<file path="config.mk">
export PLATFORM = sky130hd
export DESIGN_NAME = booth_pp_accum
export DESIGN_NICKNAME = d
export VERILOG_FILES = /design/src/rtl/booth_pp_accum_pkg.sv /design/src/rtl/booth_pp_align.sv /design/src/rtl/booth_pp_accum.sv
export SDC_FILE = /design/constraint.sdc
export NUM_CORES = 1
export LEC_CHECK = 0
export BUFFER_PORTS_ARGS = -buffer_cell sky130_fd_sc_hd__buf_2
export CELL_PAD_IN_SITES_DETAIL_PLACEMENT = 1
export CELL_PAD_IN_SITES_GLOBAL_PLACEMENT = 2
export CORE_MARGIN = 8
export CORE_UTILIZATION = 30
export DETAILED_ROUTE_END_ITERATION = 8
export PLACE_DENSITY = 0.69
export SYNTH_ARGS = -nofsm -noshare
export SYNTH_HDL_FRONTEND = slang
export SYNTH_SLANG_ARGS = --single-unit
</file>
<file path="constraint.sdc">
create_clock -name clk -period 4.1 [get_ports clk]
set_input_delay 0.82 -clock clk [delete_from_list [all_inputs] [get_ports clk]]
set_output_delay 0.82 -clock clk [all_outputs]
set_load 0.05 [all_outputs]
</file>
<file path="src/rtl/booth_pp_accum_pkg.sv">
// Shared widths and FSM encoding for the radix-4 Booth partial-product accumulator.
// The Booth encoder upstream uses the same widths.
package booth_pp_accum_pkg;

    localparam int MBITS  = 12;
    localparam int NBITS  = 8;
    localparam int NPP    = NBITS / 2;
    localparam int PPBITS = MBITS + 2;
    localparam int PBITS  = MBITS + NBITS;
    localparam int IDXW   = (NPP > 1) ? $clog2(NPP) : 1;

    typedef enum logic [1:0] {
        IDLE  = 2'd0,
        ACCUM = 2'd1,
        DONE  = 2'd2
    } state_t;

endpackage

</file>
<file path="src/rtl/booth_pp_align.sv">
// Selects one Booth partial product, sign-extends it to product width and applies its
// radix-4 weight (shift by 2*idx).
module booth_pp_align
    import booth_pp_accum_pkg::*;
(
    input  logic [NPP*PPBITS-1:0] pp_all_i,
    input  logic [IDXW-1:0]       idx_i,
    output logic [PBITS-1:0]      term_o
);

    logic signed [PPBITS-1:0] sel;
    logic signed [PBITS-1:0]  ext;

    always_comb begin
        sel    = pp_all_i[int'(idx_i)*PPBITS +: PPBITS];
        ext    = {{(PBITS-PPBITS){sel[PPBITS-1]}}, sel};
        term_o = ext <<< {idx_i, 1'b0};
    end

endmodule

</file>
<file path="src/rtl/booth_pp_accum.sv">
// Sequential accumulator for radix-4 Booth partial products: one add per clock,
// product presented through a valid/ready handshake. Wraps modulo 2^PBITS.
module booth_pp_accum
    import booth_pp_accum_pkg::*;
(
    input  logic                  clk,
    input  logic                  reset,
    input  logic                  in_valid,
    output logic                  in_ready,
    input  logic [NPP*PPBITS-1:0] pp_in,
    output logic                  busy,
    output logic                  out_valid,
    input  logic                  out_ready,
    output logic [PBITS-1:0]      product
);

    state_t                state_q;
    logic [IDXW-1:0]       idx_q;
    logic [PBITS-1:0]      acc_q;
    logic [PBITS-1:0]      acc_d;
    logic [PBITS-1:0]      term;
    logic [PBITS-1:0]      product_q;
    logic                  out_valid_q;
    logic [NPP*PPBITS-1:0] pp_q;

    booth_pp_align u_align (
        .pp_all_i (pp_q),
        .idx_i    (idx_q),
        .term_o   (term)
    );

    assign acc_d = acc_q + term;

    // Operand capture: data only, no reset needed; only the accept edge loads it.
    always_ff @(posedge clk) begin
        if (state_q == IDLE && in_valid) begin
            pp_q <= pp_in;
        end
    end

    always_ff @(posedge clk or posedge reset) begin
        if (reset) begin
            state_q     <= IDLE;
            idx_q       <= '0;
            acc_q       <= '0;
            product_q   <= '0;
            out_valid_q <= 1'b0;
        end else begin
            case (state_q)
                IDLE: begin
                    if (in_valid) begin
                        state_q <= ACCUM;
                        acc_q   <= '0;
                        idx_q   <= '0;
                    end
                end
                ACCUM: begin
                    acc_q <= acc_d;
                    idx_q <= idx_q + 1'b1;
                    if (idx_q == IDXW'(NPP-1)) begin
                        product_q   <= acc_d;
                        out_valid_q <= 1'b1;
                        state_q     <= DONE;
                    end
                end
                DONE: begin
                    // No accept on this edge: IDLE is entered first, accept follows.
                    if (out_ready) begin
                        out_valid_q <= 1'b0;
                        state_q     <= IDLE;
                    end
                end
                default: begin
                    state_q <= IDLE;
                end
            endcase
        end
    end

    assign in_ready  = (state_q == IDLE) && !reset;
    assign busy      = (state_q != IDLE);
    assign out_valid = out_valid_q;
    assign product   = product_q;

endmodule

</file>
==> out/metrics.csv <==
stage,metric,value,unit
synth,syn_area,4840,sq um
sta,drv_slew,0,
synth,yosysTopAreaCellShare,0.348,
placed_design,io_buffers,82,
setup_path,crit_type,register to register,
grt,grt_use_met1,0.152,
final_layout,drive_gt1_frac,0.261,
routing,wl,11.8,mm
setup_path,path_common_cell,o21ai_1,
synth,yosys_warnings,0,
floorplan,core_area,15800,sq um
setup_path,r2r-start,idx_q[0],
routing,routedWlPerCell,16.9,um
grt,grt_use_met3,0.0290,
final_layout,layout_commonest_cell,buf_2,
routing,vias,3320,
synth,syn_inst,399,
grt,grt_pass1_vias,3703,
cts,cts_tree,yes,
hold_path,hold_start,product[14],
cts,post_cts_buffers,0,
final_layout,diodes,0,
floorplan,start_util,0.306,
grt,gr-total-overflow,0,
setup_path,reg2reg_slack,660,ps
sta,hold_slack,477,ps
sta,tightest_slew,1170,ps
final_layout,final_util,0.368,
run_status,status,"finished, final reports clean",
setup_path,critPathLaunchType,register,
setup_path,critPathMaxStageDelay,690,ps
setup_path,slowest_stage,dfrtp_1,
cts,cts_sinks,101,
floorplan,ios,83,
setup_path,endpoint_kind,register,
sta,rsz0062_at_grt,no,
sta,fin_tns_setup,0,ps
cts,clock_latency,350,ps
sta,hold_violations,0,
power,ir_drop,330,uV
routing,drc_errors,0,
routing,firstDrtPassIters,4,
placed_design,gp_congestion,0.771,
run,cap_violations,0,
floorplan,die_h,143,um
cts,clock_path_buffers,2,
routing,drt-initial-drc-count,141,
final_layout,syn_to_final_growth,20.4,%
setup_path,cp.arrival,3640,ps
setup_path,worstRegToRegCells,10,
sta,fin_crit,3440,ps
sta,fin_crit_sh,0.838,
hold_path,hold_class,register to register,
synth,synth_top_flop_cell,edfxtp_1,
floorplan,die_x,143,um
grt,gr-usage-met2,0.198,
floorplan,die_area,20400,sq um
final_layout,layout_common_cells,"buf_2, edfxtp_1, nand2_1, dfrtp_1, o21ai_0",
cts,hold_buffers,0,
hold_path,holdPathStages,2,
synth,ys_types,52,
sta,max_freq,291,MHz
grt,antenna_found_initial,0,
cts,path_clk_slew,70,ps
sta,fin_skew,8.27,ps
floorplan,rows,46,
synth,ys_top_cells_by_area,"edfxtp_1, dfrtp_1, ha_1",
placed_design,dp_hpwl,8.54,mm
routing,routed_via_density,4.76,
routing,ant_nets,0,
setup_path,r2r-end,acc_q[16],
synth,synth_top_cell_by_area,edfxtp_1,
final_layout,num-nets-final,558,
setup_path,required,4300,ps
cts,cts_root_buffer,clkbuf_16,
cts,cts_buffers,9,
sta,maxSlewHeadroom,0.219,
setup_path,cp_cell_sequence,buf_12 > mux4_2 > ha_1 > nand3_1 > or2_1 > o211a_1 > o21ai_1 > a21oi_1 > xor2_1 > o21ai_1,
synth,avgSynthCellArea,12.1,sq um
synth,synth.yosys.seq_area_share,0.580,
synth,synth-edff-count,56,
hold_path,min_to,product[14],
sta,setup_violations,0,
grt,top_usage_layer,met2,
power,p_leak,2.44,nW
synth,ys_seq_elements,101,
grt,grt_max_degree,57,
synth,ys_async_sr_fraction,0.446,
grt,track_usage,0.122,
synth,syn-num-nets,480,
setup_path,cp_max_fo,17,
cts,post_cts_resized,0,
cts,htreeDepth,3,
grt,grt_pass1_wl,19.2,mm
power,p_per_area,974,nW/um^2
cell families (layout without fill, tap and decap cells):
logic type                 count (synthesis)  count (layout)  share of synthesized area
adders and majority gates                 21              21                     0.0559
and+or+nand+nor                          105             105                      0.100
AOI/OAI and AO/OA                        108             108                      0.141
xor gates and xnor gates                  16              16                     0.0290
buffers and inverters                     29             112                     0.0308
muxes                                     19              19                     0.0631
DFF                                      101             101                      0.580
sequential cells by signal, indices dropped and copies added, names as in the netlist:
name / count
out_valid: 1
product: 20
idx_q: 2
acc_q: 20
state_q: 2
pp_q: 56
critical path, delay by kind of cell, from the launching register on:
kind	cells	cell delay, ps
xor gates and xnor gates	1	230
muxes	1	510
DFF	1	690
adders and majority gates	1	440
AOI/OAI and AO/OA	4	710
and+or+nand+nor	2	430
buffers and inverters	1	240
stage by stage:
step                cells  setup WS, ps  total power [mW]  cell area (sq um)
floorplan             399          1020              3.95               4840
global placement      682           799              4.63               5450
detailed placement    682           711              4.69               5450
CTS                   698           680              5.77               5830
global route          698           448              6.12               5830
finish                698           663              5.68               5830
cell usage after synthesis (2+ instances only):
cell      count
ha_1         20
xnor2_1       6
nand2_1      47
a21oi_1      28
a22o_1        3
buf_6         2
or3_1         2
o21bai_1      4
nor2_1       19
mux2i_1       8
dfrtp_1      45
nor3_1        6
o21ai_1       9
a211oi_2      4
buf_2         3
mux2_2        2
clkbuf_1      8
a221oi_1      2
nor3b_1       2
a21o_1        6
buf_4         4
nand3_1      14
o21ai_0      39
edfxtp_1     56
xor2_1       10
mux4_2        9
inv_1        10
nor2b_1       5
nand4_1       3
where the power goes:
part | total, mW | switching [mW] | leakage (nW) | internal, mW
Clock | 1.05 | 0.372 | 0.181 | 0.675
Combinational | 2.98 | 1.93 | 1.17 | 1.05
Sequential | 1.65 | 0.209 | 1.08 | 1.44
per-layer routing:
metal | vias to the layer above | part of all wire
met4 | 0 | 0.019
li1 | 1616 | -
met2 | 60 | 0.47
met1 | 1629 | 0.46
met3 | 15 | 0.042
met5 | - | 0
final cells by class:
cell class	count	area [sq um]
clock buffers	10	239
clock inverters	6	133
fillers	1733	10000
inverters	10	37.5
multi-input cells	269	1890
flip-flops and latches	101	2810
well taps	216	270
repair buffers	86	453
how the worst max path moves through the flow:
stage | cells after the start | slack [ps] | end | start
floorplan | 13 | 1020 | product[19] | idx_q[0]
global placement | 10 | 800 | acc_q[16] | idx_q[0]
detailed placement | 8 | 710 | acc_q[19] | idx_q[1]
CTS | 10 | 680 | acc_q[16] | idx_q[0]
global route | 12 | 450 | acc_q[19] | idx_q[0]
finish | 10 | 660 | acc_q[16] | idx_q[0]
Note: power is estimated with default switching activity, not from simulation.
